===== config.mk =====
export PLATFORM = sky130hd
export DESIGN_NAME = can_bit_destuffer
export DESIGN_NICKNAME = d
export VERILOG_FILES = /design/src/rtl/can_bit_destuffer.sv
export SDC_FILE = /design/constraint.sdc
export NUM_CORES = 1
export LEC_CHECK = 0
export ABC_AREA = 1
export BUFFER_PORTS_ARGS = -buffer_cell sky130_fd_sc_hd__buf_2
export CORE_MARGIN = 2
export CORE_UTILIZATION = 30
export DETAILED_ROUTE_END_ITERATION = 12
export PLACE_DENSITY = 0.52
export RECOVER_POWER = 50
export SYNTH_ARGS = -nofsm -noshare
export SYNTH_HDL_FRONTEND = slang
export SYNTH_SLANG_ARGS = --single-unit

===== constraint.sdc =====
create_clock -name clk -period 3.2 [get_ports clk]
set_input_delay 0.64 -clock clk [delete_from_list [all_inputs] [get_ports clk]]
set_output_delay 0.64 -clock clk [all_outputs]
set_load 0.005 [all_outputs]

===== src/rtl/can_bit_destuffer.sv =====
// CAN receive-side bit destuffer: strips stuff bits, flags six-equal-bit
// violations and packs destuffed bits MSB-first into WORD_W-bit words.
module can_bit_destuffer #(
  parameter int WORD_W = 64
) (
  input  logic              clk,
  input  logic              rst_n,
  input  logic              frame_start,
  input  logic              frame_end,
  input  logic              sample_valid,
  input  logic              rx_bit,
  output logic              bit_valid,
  output logic              bit_out,
  output logic              stuff_drop,
  output logic              stuff_err,
  output logic              word_valid,
  output logic [WORD_W-1:0] data_out,
  output logic [6:0]        word_len,
  output logic              busy
);

  localparam int CNT_W = $clog2(WORD_W) + 1;
  localparam logic [CNT_W-1:0] CNT_FULL = CNT_W'(WORD_W);

  typedef enum logic [1:0] {IDLE, ACTIVE, ERROR} state_t;

  state_t            state, state_nxt;
  logic [2:0]        run_len, run_cur, run_nxt;
  logic              last_bit;
  logic [WORD_W-1:0] shreg, shreg_nxt, flush_mask;
  logic [CNT_W-1:0]  bit_cnt, cnt_cur, cnt_inc, cnt_nxt;
  logic              proc_en, is_stuff, is_err, is_data;
  logic              word_full, do_end, do_flush;

  // frame_start zeroes run and count before a same-cycle sample is judged,
  // so the SOF bit can never be mistaken for a stuff bit.
  always_comb begin
    run_cur    = frame_start ? 3'd0 : run_len;
    cnt_cur    = frame_start ? '0 : bit_cnt;
    proc_en    = sample_valid && (frame_start || state == ACTIVE);
    is_stuff   = proc_en && (run_cur == 3'd5) && (rx_bit != last_bit);
    is_err     = proc_en && (run_cur == 3'd5) && (rx_bit == last_bit);
    is_data    = proc_en && (run_cur != 3'd5);
    shreg_nxt  = is_data ? {shreg[WORD_W-2:0], rx_bit} : shreg;
    cnt_inc    = cnt_cur + CNT_W'(1);
    word_full  = is_data && (cnt_inc == CNT_FULL);
    cnt_nxt    = is_data ? (word_full ? '0 : cnt_inc) : cnt_cur;
    do_end     = frame_end && (state == ACTIVE) && !frame_start && !is_err;
    do_flush   = do_end && (cnt_nxt != '0);
    flush_mask = ~({WORD_W{1'b1}} << cnt_nxt);
    run_nxt    = ((rx_bit == last_bit) && (run_cur != 3'd0)) ? run_cur + 3'd1 : 3'd1;
    state_nxt  = state;
    if (frame_start)  state_nxt = ACTIVE;
    else if (is_err)  state_nxt = ERROR;
    else if (do_end)  state_nxt = IDLE;
  end

  always_ff @(posedge clk or negedge rst_n) begin
    if (!rst_n) begin
      state      <= IDLE;
      run_len    <= 3'd0;
      last_bit   <= 1'b0;
      shreg      <= '0;
      bit_cnt    <= '0;
      bit_valid  <= 1'b0;
      bit_out    <= 1'b0;
      stuff_drop <= 1'b0;
      stuff_err  <= 1'b0;
      word_valid <= 1'b0;
      data_out   <= '0;
      word_len   <= 7'd0;
      busy       <= 1'b0;
    end else begin
      state      <= state_nxt;
      busy       <= (state_nxt == ACTIVE);
      bit_valid  <= is_data;
      stuff_drop <= is_stuff;
      word_valid <= word_full || do_flush;
      shreg      <= shreg_nxt;
      bit_cnt    <= do_end ? '0 : cnt_nxt;

      if (is_data)       run_len <= run_nxt;
      else if (is_stuff) run_len <= 3'd1;
      else               run_len <= run_cur;

      if (is_data) bit_out <= rx_bit;
      if (is_data || is_stuff) last_bit <= rx_bit;

      if (frame_start) stuff_err <= 1'b0;
      else if (is_err) stuff_err <= 1'b1;

      // A 64th bit takes precedence; the count is then zero so no flush follows.
      if (word_full) begin
        data_out <= shreg_nxt;
        word_len <= 7'(WORD_W);
      end else if (do_flush) begin
        data_out <= shreg_nxt & flush_mask;
        word_len <= 7'(cnt_nxt);
      end
    end
  end

endmodule


==> run_results.csv <==
group,metric,value,unit
run_status,status,"finished, violations left",
run_status,violations,"max-capacitance violations, max-slew violations",
timing,finalMaxSlewViolations,69,
detailed_routing,drtAntennaViolNets,0,
setup_path,reg2regPathDepth,16,
detailed_routing,num_vias,5578,
synth,yosys_warnings,0,
clock_network,cts_made_buffers,17,
global_routing,antenna_found_initial,0,
setup_path,cpPeakStageDelay,0.28,ns
global_routing,grt_pass1_wl,30800,µm
hold_path,min_path_type,"primary input to flip-flop",
cells_and_area,nets,929,
synth,async_flop_share,1.00,
power_and_ir_drop,power_density,629,nW/µm²
timing,slew_headroom,-0.192,
placement,place_hpwl,13600,µm
clock_network,cts_max_level,4,
cells_and_area,n_antenna_cell,0,
flow_run,drv_cap,1,
detailed_routing,wl_per_cell,15.6,µm
setup_path,crit_fanout,6,
timing,setup_viol,0,
synth,yosysMostFrequentCell,"nand2_1",
setup_path,crit_path_end_kind,"flip-flop",
synth,yosys.area_share.simple,0.257,
floorplanning,placementRows,55,
global_routing,grt.total_usage,0.165,
floorplanning,core_region_area,22700,µm²
clock_network,cts-root-buf,"clkbuf_16",
clock_network,clock_path_buffers,2,
timing,finalCritPeriodShare,0.878,
placement,gp_congestion,0.895,
synth,syn_nets,828,
cells_and_area,area_growth,20.2,%
clock_network,insertion_delay,0.43,ns
setup_path,slowest_stage,"o21ai_1",
clock_network,holdBufCountCts,0,
floorplanning,die_h,156,µm
global_routing,grt_overflow,0,
setup_path,cp.arrival,3.12,ns
synth,synth_xor_area_frac,0.00378,
timing,max_freq,356,MHz
detailed_routing,drt_iter0_markers,461,
floorplanning,die_area,24400,µm²
clock_network,cts.sink_count,154,
setup_path,start_kind,"primary input",
global_routing,grt_max_degree,77,
clock_network,clk_pin_slew_worst_paths,0.06,ns
placement,portBuffers,82,
synth,synthMuxAreaShare,0.00486,
floorplanning,die_x,156,µm
setup_path,cp_cell_sequence,"buf_2, inv_4, nand2_1, inv_1, ha_1, nand3_1, inv_2, nor2_4, nand2_1, nor2_1, nand3_2, nand2_2, nand2_1, nand2_1, nand2_1, o21ai_1, buf_4, o21ai_2",
synth,synth_cells,817,
floorplanning,initial_core_util,0.306,
global_routing,grt_pass1_vias,5524,
cells_and_area,drive_gt1_frac,0.188,
synth,netlist-cell-type-count,39,
synth,synth_ff_type,"dfrtp_1",
power_and_ir_drop,peakVddDrop,0.000316,V
setup_path,criticalPathCategory,"primary input to flip-flop",
synth,synth_area_leaders,"dfrtp_1 (55%), nand2_1 (18%), nand3_1 (4.0%)",
detailed_routing,first_pass_iters,5,
synth,synth_top_family_by_area,"simple AND/OR/NAND/NOR gates",
synth,synth-compound-area-share,0.105,
detailed_routing,via_per_inst,4.59,
timing,period_needed,2.81,ns
timing,tightest_slew,1.79,ns
setup_path,required,3.51,ns
clock_network,cts_tree,"built",
timing,whs,0.430,ns
synth,syn_area,6960,µm²
power_and_ir_drop,report.power.total,5.26,mW
synth,synth_common_cells,"nand2_1 (325), dfrtp_1 (154), inv_1 (61), nand3_1 (56), o21ai_0 (37)",
synth,synth_edf_count,0,
detailed_routing,drt_wl_total,19000,µm
setup_path,crit_top_cell,"nand2_1",
timing,fin_skew,0.00808,ns
synth,synthAdderAreaFrac,0.00899,
cells_and_area,fin_cells,1216,
power_and_ir_drop,p_leak,4.44,nW
timing,rsz0062_at_grt,"no",
synth,ys_seq_area_frac,0.554,
synth,ys_ff_latch,154,
synth,synth_area_leader_cell,"dfrtp_1",
placement,dp_cells,1184,
floorplanning,io_pins,83,
synth,synth.avg_cell_area,8.51,µm²
timing,finalHoldViolations,0,
detailed_routing,drc,0,
hold_path,holdPathStages,2,
synth,synth.top_cell.area_share,0.554,
state kept, by name, summed over array words and instances, names as in the netlist, 2 cells and up:
register  cells
bit_cnt       7
data_out     64
run_len       3
shreg        64
state         2
word_len      7
worst max-delay path, delay by kind of cell:
family	cells	cell delay [ns]
AO/OA/AOI/OAI	2	0.32
adder cells (fa/ha/maj)	1	0.18
AND/OR/NAND/NOR	10	1.45
buffers and inverters	5	0.53
worst paths after layout:
| path | startpoint | slack [ns] | end |
|---|---|---|---|
| max | frame_start | 0.39 | data_out[34] |
| min | frame_end | 0.43 | busy |
| max reg2reg | run_len[0] | 0.47 | data_out[34] |
| min reg2reg | data_out[31] | 0.47 | data_out[31] |
| max in group asynchronous | rst_n | 0.76 | data_out[0] |
| min in group asynchronous | rst_n | 0.68 | data_out[41] |
cell usage in the layout (no fill, tap or decap), types with 2 or more instances in the layout:
master and n:
nand2_1 325, dfrtp_1 154, buf_2 69, inv_1 61
nand3_1 57, o21ai_1 37, o21ai_0 36, nor2_1 34
buf_4 26, o21ai_2 19, a21oi_1 17, clkbuf_16 17
clkbuf_1 15, clkinvlp_4 6, nand2_2 5, ha_1 5
inv_2 4, buf_12 4, nor2_4 3, nand4_1 3
xor2_1 3, inv_6 3, clkbuf_2 3, nor2_2 2
o21ai_4 2, o211ai_1 2, bufinv_16 2
per-stage QoR:
step,cell area (µm²),utilization,setup slack (ns),setup TNS [ns]
final,8360,0.368,0.389,0
after global routing,8360,0.368,0.121,0
after CTS,8410,0.370,0.260,0
after detailed placement,7830,0.345,-0.169,-0.169
after global placement,7830,0.345,-0.184,-0.184
after floorplan,6960,-,0.492,0
per-layer routing:
layer / routed length (µm) / up-vias / track usage
met5: 0 / - / 0
li1: - / 2819 / -
met4: 394 / 0 / 0.0568
met3: 715 / 21 / 0.0294
met2: 8830 / 118 / 0.260
met1: 9080 / 2620 / 0.230
timing repair:
| action | in CTS | in global routing |
|---|---|---|
| gates resized for setup | 0 | 1 |
| setup buffers | 0 | 0 |
| setup endpoints to repair | 0 | 1 |
kinds of logic (layout without fill, tap and decap cells):
| group | count (synthesis) | in the layout |
|---|---|---|
| AOI/OAI and AO/OA | 120 | 120 |
| xor gates and xnor gates | 3 | 3 |
| adders and majority gates | 5 | 5 |
| buffers and inverters | 99 | 213 |
| DFF | 154 | 154 |
| muxes | 2 | 2 |
| and+or+nand+nor | 434 | 434 |
final cells by class:
class                   count  area [µm²]
inverters                  66         250
well taps                 285         357
repair buffers            115         684
flip-flops and latches    154        3850
multi-input cells         564        2640
clock inverters            13         145
clock buffers              19         433
fillers                  2374       14300
power by group:
part	switching, mW	internal (mW)
Sequential	0.143	2.23
Combinational	0.585	0.313
Clock	0.833	1.15
Note: power is estimated with default switching activity, not from simulation.
